File: config.mk
export PLATFORM = sky130hd
export DESIGN_NAME = ifu_pf
export DESIGN_NICKNAME = d
export VERILOG_FILES = /design/src/rtl/ifu_pf.sv
export SDC_FILE = /design/constraint.sdc
export NUM_CORES = 1
export LEC_CHECK = 0
export BUFFER_PORTS_ARGS = -buffer_cell sky130_fd_sc_hd__buf_2
export CAP_MARGIN = 20
export CORE_MARGIN = 10
export CORE_UTILIZATION = 57
export CTS_CLUSTER_SIZE = 40
export DETAILED_ROUTE_END_ITERATION = 7
export PLACE_DENSITY = 0.75
export SLEW_MARGIN = 20
export SYNTH_ARGS = -nofsm -noshare
export SYNTH_HDL_FRONTEND = slang
export SYNTH_SLANG_ARGS = --single-unit
export TNS_END_PERCENT = 30
File: constraint.sdc
create_clock -name clk -period 2.9 [get_ports clk]
set_input_delay 0.29 -clock clk [delete_from_list [all_inputs] [get_ports clk]]
set_output_delay 0.29 -clock clk [all_outputs]
set_load 0.005 [all_outputs]
File: src/rtl/ifu_pf.sv
// ifu_pf - instruction fetch unit with redirect support and a prefetch FIFO.
//
// Keeps a PC and issues one sequential fetch per cycle to a fixed-latency
// (1-cycle) instruction memory. Returned words are buffered with their PCs in
// a DEPTH-entry FIFO that drains to decode through a valid/ready handshake.
//
// Parameters:
//   RESET_PC  first fetch address after reset (word aligned)
//   DEPTH     prefetch FIFO entries (power of two, >= 2)
//
// Ports:
//   clk, rst        rising-edge clock, synchronous active-high reset
//   imem_req/addr   fetch request and word-aligned address
//   imem_rdata      instruction word, valid one cycle after an issued request
//   inst_valid/ready/out/pc  decode-side handshake, head instruction and its PC
//   redirect_valid/pc        flush and restart fetch at redirect_pc
//   misalign_err    sticky flag for a redirect with redirect_pc[1:0] != 0
//
// Optional feature: define IFU_ALIGN_CHK_EN to enable misalign_err. With the
// macro undefined misalign_err is tied to 0. The low two address bits of a
// redirect are dropped in both builds.
module ifu_pf #(
  parameter logic [31:0] RESET_PC = 32'h0000_0000,
  parameter int          DEPTH    = 4
) (
  input  logic        clk,
  input  logic        rst,
  output logic        imem_req,
  output logic [31:0] imem_addr,
  input  logic [31:0] imem_rdata,
  output logic        inst_valid,
  input  logic        inst_ready,
  output logic [31:0] inst_out,
  output logic [31:0] inst_pc,
  input  logic        redirect_valid,
  input  logic [31:0] redirect_pc,
  output logic        misalign_err
);

  localparam int AW = $clog2(DEPTH);
  localparam logic [AW+1:0] DEPTH_C = DEPTH[AW+1:0];

  typedef struct packed {
    logic [31:0] pc;
    logic [31:0] inst;
  } ent_t;

  logic [31:0]   pc;
  logic [31:0]   tag_pc;
  logic          inflight;
  logic [AW-1:0] wr_ptr, rd_ptr;
  logic [AW:0]   count;
  ent_t          mem [DEPTH];

  logic [AW+1:0] credit;
  logic          push, pop;
  ent_t          head;

  // Credit check counts the outstanding response but not a same-cycle pop,
  // so a full FIFO always resumes fetching one cycle after decode drains it.
  assign credit    = {1'b0, count} + {{(AW+1){1'b0}}, inflight};
  assign imem_req  = !rst && !redirect_valid && (credit < DEPTH_C);
  assign imem_addr = pc;

  // A response arriving in a redirect (or reset) cycle belongs to the old
  // stream and is dropped.
  assign push = !rst && !redirect_valid && inflight;

  assign head       = mem[rd_ptr];
  assign inst_valid = !rst && (count != '0);
  assign inst_out   = head.inst;
  assign inst_pc    = head.pc;
  assign pop        = inst_valid && inst_ready;

  always_ff @(posedge clk) begin
    if (rst) begin
      pc       <= RESET_PC;
      tag_pc   <= RESET_PC;
      inflight <= 1'b0;
      wr_ptr   <= '0;
      rd_ptr   <= '0;
      count    <= '0;
    end else if (redirect_valid) begin
      // Flush: entries between rd_ptr and wr_ptr become dead; wr_ptr is kept.
      pc       <= {redirect_pc[31:2], 2'b00};
      inflight <= 1'b0;
      rd_ptr   <= wr_ptr;
      count    <= '0;
    end else begin
      inflight <= imem_req;
      if (imem_req) begin
        pc     <= pc + 32'd4;
        tag_pc <= pc;
      end
      if (push) wr_ptr <= wr_ptr + 1'b1;
      if (pop)  rd_ptr <= rd_ptr + 1'b1;
      case ({push, pop})
        2'b10:   count <= count + 1'b1;
        2'b01:   count <= count - 1'b1;
        default: count <= count;
      endcase
    end
  end

  // Storage needs no reset: count gates every read.
  always_ff @(posedge clk) begin
    if (push) mem[wr_ptr] <= '{pc: tag_pc, inst: imem_rdata};
  end

`ifdef IFU_ALIGN_CHK_EN
  logic misalign_q;
  always_ff @(posedge clk) begin
    if (rst)
      misalign_q <= 1'b0;
    else if (redirect_valid && (redirect_pc[1:0] != 2'b00))
      misalign_q <= 1'b1;
  end
  assign misalign_err = misalign_q;
`else
  logic [1:0] unused_redir_lsb;
  assign unused_redir_lsb = redirect_pc[1:0];
  assign misalign_err     = 1'b0;
`endif

endmodule
# Word level (Yosys, flattened, before mapping)

Memories as Yosys holds them, arrays and structs flattened. A register that Yosys moved wholly into a read port is not among the register bits.
Index checks and enable logic that the tools add are counted.

Input port bits: 68
Output and inout port bits: 99
Flip-flop bits (word level): 72
Word-level logic and storage cells: 41
Memories kept: 1
RAM bits: 256

Memory list:

| name | words | bits a word | rd ports | clocked after memory_dff | write ports | RTL line | RTL |
|---|---|---|---|---|---|---|---|
| mem  | 4     | 64          | 1        | 1                        | 1           | 53       | `ent_t mem [DEPTH];` |

Add/subtract/negate cells: 6
Magnitude comparators: 1
Bitwise operators: 1
Reduce and logical (&&, ||, !) cells: 14
Multiplexer cells: 9
Eq/ne operators: 2

Operators by type and width:

| cell                  | count |
|---|---|
| $mux 32               | 2 |
| $add 32x3->32 const B | 1 |
| $mux 2                | 4 |
| $pmux 3 s2            | 1 |
| $reduce_bool 2->1     | 3 |
| $logic_and 1x1->1     | 5 |
| $add 2x1->2 const B   | 2 |
| $add 3x1->4           | 1 |
| $lt 4x3->1 const B    | 1 |
| $reduce_and 2->1      | 2 |
| $add 3x1->3 const B   | 1 |
| $reduce_bool 3->1     | 1 |
| $sub 3x1->3 const B   | 1 |
| $eq 2x1->1 const B    | 1 |
| $eq 2x2->1 const B    | 1 |
| $logic_not 1->1       | 2 |
| $mux 1                | 2 |
| $reduce_or 2->1       | 1 |
| $not 1->1             | 1 |

# Logic depth before layout (Yosys ltp)

Word-level depth: 7
Gate-level depth with buffers: 9
Gate-level depth less buffers: 8

# Worst setup path after synthesis

OpenSTA, ideal clock, no wires.

Path kind: input -> register
From: input port redirect_valid
To: memory mem[1][0] (netlist name), enable pin
Setup time: 0.427 ns
Path buffers: 1
Cell stages on the path: 3
Arrival: 2.141 ns
Data required time: 2.473 ns
Path slack: 0.332 ns
Cell sequence: buf_2 > nor2_4 > and3_1

Longest elaborated chain between the ends: 5

Ends and longest elaborated chain:

| item                           | RTL line | RTL |
|---|---|---|
| start, declared                | 35       | `input logic redirect_valid,` |
| $logic_not 1->1                | 67       | `assign push = !rst && !redirect_valid && inflight;` |
| $logic_and 1x1->1 (2 in a row) | 67       |  |
| $mux 1                         | 107      | `if (push) mem[wr_ptr] <= '{pc: tag_pc, inst: imem_rdata};` |
| $mux 1 (implied by the code)   | 107      |  |
| end, declared                  | 53       |  |

No other way between the ends.

==> impl_metrics.yaml <==
status:
  outcome: "finished clean"
placement:
  gp_congestion: 0.858
  dpl.hpwl_um: 17200
  pre_cts_slack_ps: 547
  port_buffers: 159
grt:
  gr-total-overflow: 0
  antenna_found_initial: 0
  grt_pass1_vias: 7364
  grt_usage: 0.189
  grt_pass1_wl_um: 42300
  grt_max_degree: 52
sta:
  tightest_slew_ps: 568
  period_needed_ps: 2550
  hold_viol: 0
  fmax_mhz: 393
  rsz0062_at_grt: "false"
  slew_headroom: 0.618
  fin_setup_tns_ps: 0
  fin_worst_skew_ps: 15.5
  setup_violations: 0
  period_share: 0.878
  slew_violations: 0
  finalWorstSetupSlack_ps: 354
drt:
  via_count: 7141
  detail-route-antenna-nets: 0
  via_per_inst: 5.69
  first_iter_violations: 505
  wl_um: 26700
  drc: 0
  drtPass1Iterations: 5
  routedWlPerCell_um: 21.3
clock_tree:
  clk_pin_slew_worst_paths_ps: 60
  cts_buffers: 31
  root_buffer: "clkbuf_16"
  cts.sinks: 318
  htreeDepth: 1
  cts_tree: "built"
  clk_latency_ps: 550
  clockBufferDepth: 3
  post_cts_buffers: 0
yosys:
  syn_area_per_cell_sq_um: 16.6
  async_flop_share: 0
  synth.distinct_cells: 48
  syn-instance-count: 733
  synth_ff_type: "edfxtp_1"
  synth_edf_count: 248
  ys_warn_count: 0
  synth_seq_area_share: 0.725
  ys_seq_elements: 318
  syn_area_sq_um: 12200
critical_path:
  critPathSlowestCell: "dfxtp_4"
  cp-start-kind: "flip-flop"
  critPathArrivalTime_ps: 2260
  r2r_start: "count[0]"
  crit_family: "flip-flops"
  worstPathRequired_ps: 2610
  slowest_delay_ps: 710
  timing.critical_path.buf_inv: 2
  path_class: "flip-flop to output port"
  endpoint_kind: "output port"
  critPathMaxFanout: 24
  crit_chain: "buf_4 -> mux4_2 -> buf_2"
power:
  ir_drop_v: 0.000385
  p_leak_nw: 5.18
  p_per_area_nw_per_um2: 631
floorplanning:
  ios: 167
  die_x_um: 166
  initial_utilization: 0.580
  rows: 53
  core_sq_um: 21000
  die_h_um: 166
  die_area_sq_um: 27600
final_layout:
  post_route_cells_drive_above_1_share: 0.318
  antennaDiodeCount: 0
  nNetsFinal: 1031
  fill_cells: 1344
  mostFrequentLayoutCells: "edfxtp_1, buf_2, nand2_1"
  final_common_cell: "edfxtp_1"
  synthToLayoutAreaGrowth_pct: 22.2
hold_path:
  min_from: "redirect_pc[24]"
  hold_path.class: "input port to flip-flop"
run:
  cap_violations: 0
==> synth_stat cells, drive strengths merged, types with 2 or more instances <==
master,n,share of area
mux2i,3,0.0025
edfxtp,248,0.61
mux4,62,0.11
nor2,34,0.011
xnor2,8,0.0057
inv,8,0.0025
a21oi,44,0.018
o311ai,3,0.0022
or3,3,0.0015
and3,9,0.0046
dfxtp,70,0.11
nor4,3,0.0040
xor2,14,0.010
and2,4,0.0021
a31oi,6,0.0031
nand2,95,0.030
buf,18,0.0081
nand3,10,0.0051
o211ai,2,0.0012
nand3b,2,0.0012
a211oi,10,0.0062
ha,6,0.0062
a221oi,2,0.0014
o21ai,3,0.0012
nor3,9,0.0046
o22ai,4,0.0021
mux2,3,0.0028
clkbuf,23,0.0071
nand4,16,0.0082
==> metal layers <==
| layer | GRT usage | share of wire | up-vias |
|---|---|---|---|
| li1 | - | - | 3283 |
| met1 | 0.253 | 0.42 | 3556 |
| met2 | 0.310 | 0.50 | 264 |
| met3 | 0.0419 | 0.070 | 38 |
| met4 | 0.0451 | 0.018 | 0 |
| met5 | 0 | 0 | - |
==> layout make-up <==
class / count / area, sq um / share of cell area
Clock inverter: 10 / 60.1 / 0.00403
Clock buffer: 48 / 951 / 0.0638
Multi-Input combinational cell: 369 / 3160 / 0.212
Tap cell: 275 / 344 / 0.0231
Timing Repair Buffer: 227 / 1500 / 0.100
Sequential cell: 318 / 8860 / 0.594
Inverter: 9 / 33.8 / 0.00227
==> kinds of logic (layout without fill, tap and decap cells) <==
kind of cell	count (synthesis)	after routing	synth area share
DFF	318	318	0.725
other	1	5	0.000307
and+or+nand+nor	189	189	0.0746
xor gates and xnor gates	22	22	0.0158
buffers and inverters	50	294	0.0180
muxes	68	68	0.120
AOI/OAI and AO/OA	78	78	0.0384
adders and majority gates	7	7	0.00780
==> worst paths after layout <==
check                        to  slack [ps]  depth (start not counted)
setup / recovery   inst_out[19]         350                          3
hold / removal    imem_addr[24]          20                          3
setup reg to reg       count[2]         600                          8
hold reg to reg       tag_pc[3]         500                          2
==> timing repair <==
action                                  CTS  global route
gates resized for setup                   0             0
endpoints found under the setup margin    0             0
endpoints found under the hold margin   142             0
hold buffers                             46             0
==> tightest hold or removal path: stages <==
cell and delay [ps]:
buf_2 90, nor2_1 80, a211oi_1 50
==> power breakdown <==
| part | internal [W] | switching, W | leakage [nW] | total, W |
|---|---|---|---|---|
| sequential | 0.00495 | 0.0000924 | 2.82 | 0.00504 |
| combinational | 0.000270 | 0.000243 | 1.86 | 0.000514 |
| clock | 0.00225 | 0.00160 | 0.502 | 0.00385 |
| total | 0.00747 | 0.00194 | 5.18 | 0.00941 |
==> registers in the layout, summed over array words and instances, names as in the netlist, named ones only <==
signal     cells
inflight       1
count          3
tag_pc        30
wr_ptr         2
imem_addr     30
rd_ptr         2
mem          248
==> per-stage QoR <==
step                      total power [W]  cells   util  hold slack (ps)  cell area [sq um]
after CTS                         0.00948   1256  0.709            0.624              14900
after detailed placement          0.00561   1152  0.639              493              13400
after global placement            0.00560   1152  0.639              482              13400
after global routing              0.00972   1256  0.709             9.72              14900
final                             0.00941   1256  0.709             19.5              14900
after floorplan                   0.00537    737      -              389              12200
Power figures use the tool's default switching activity.
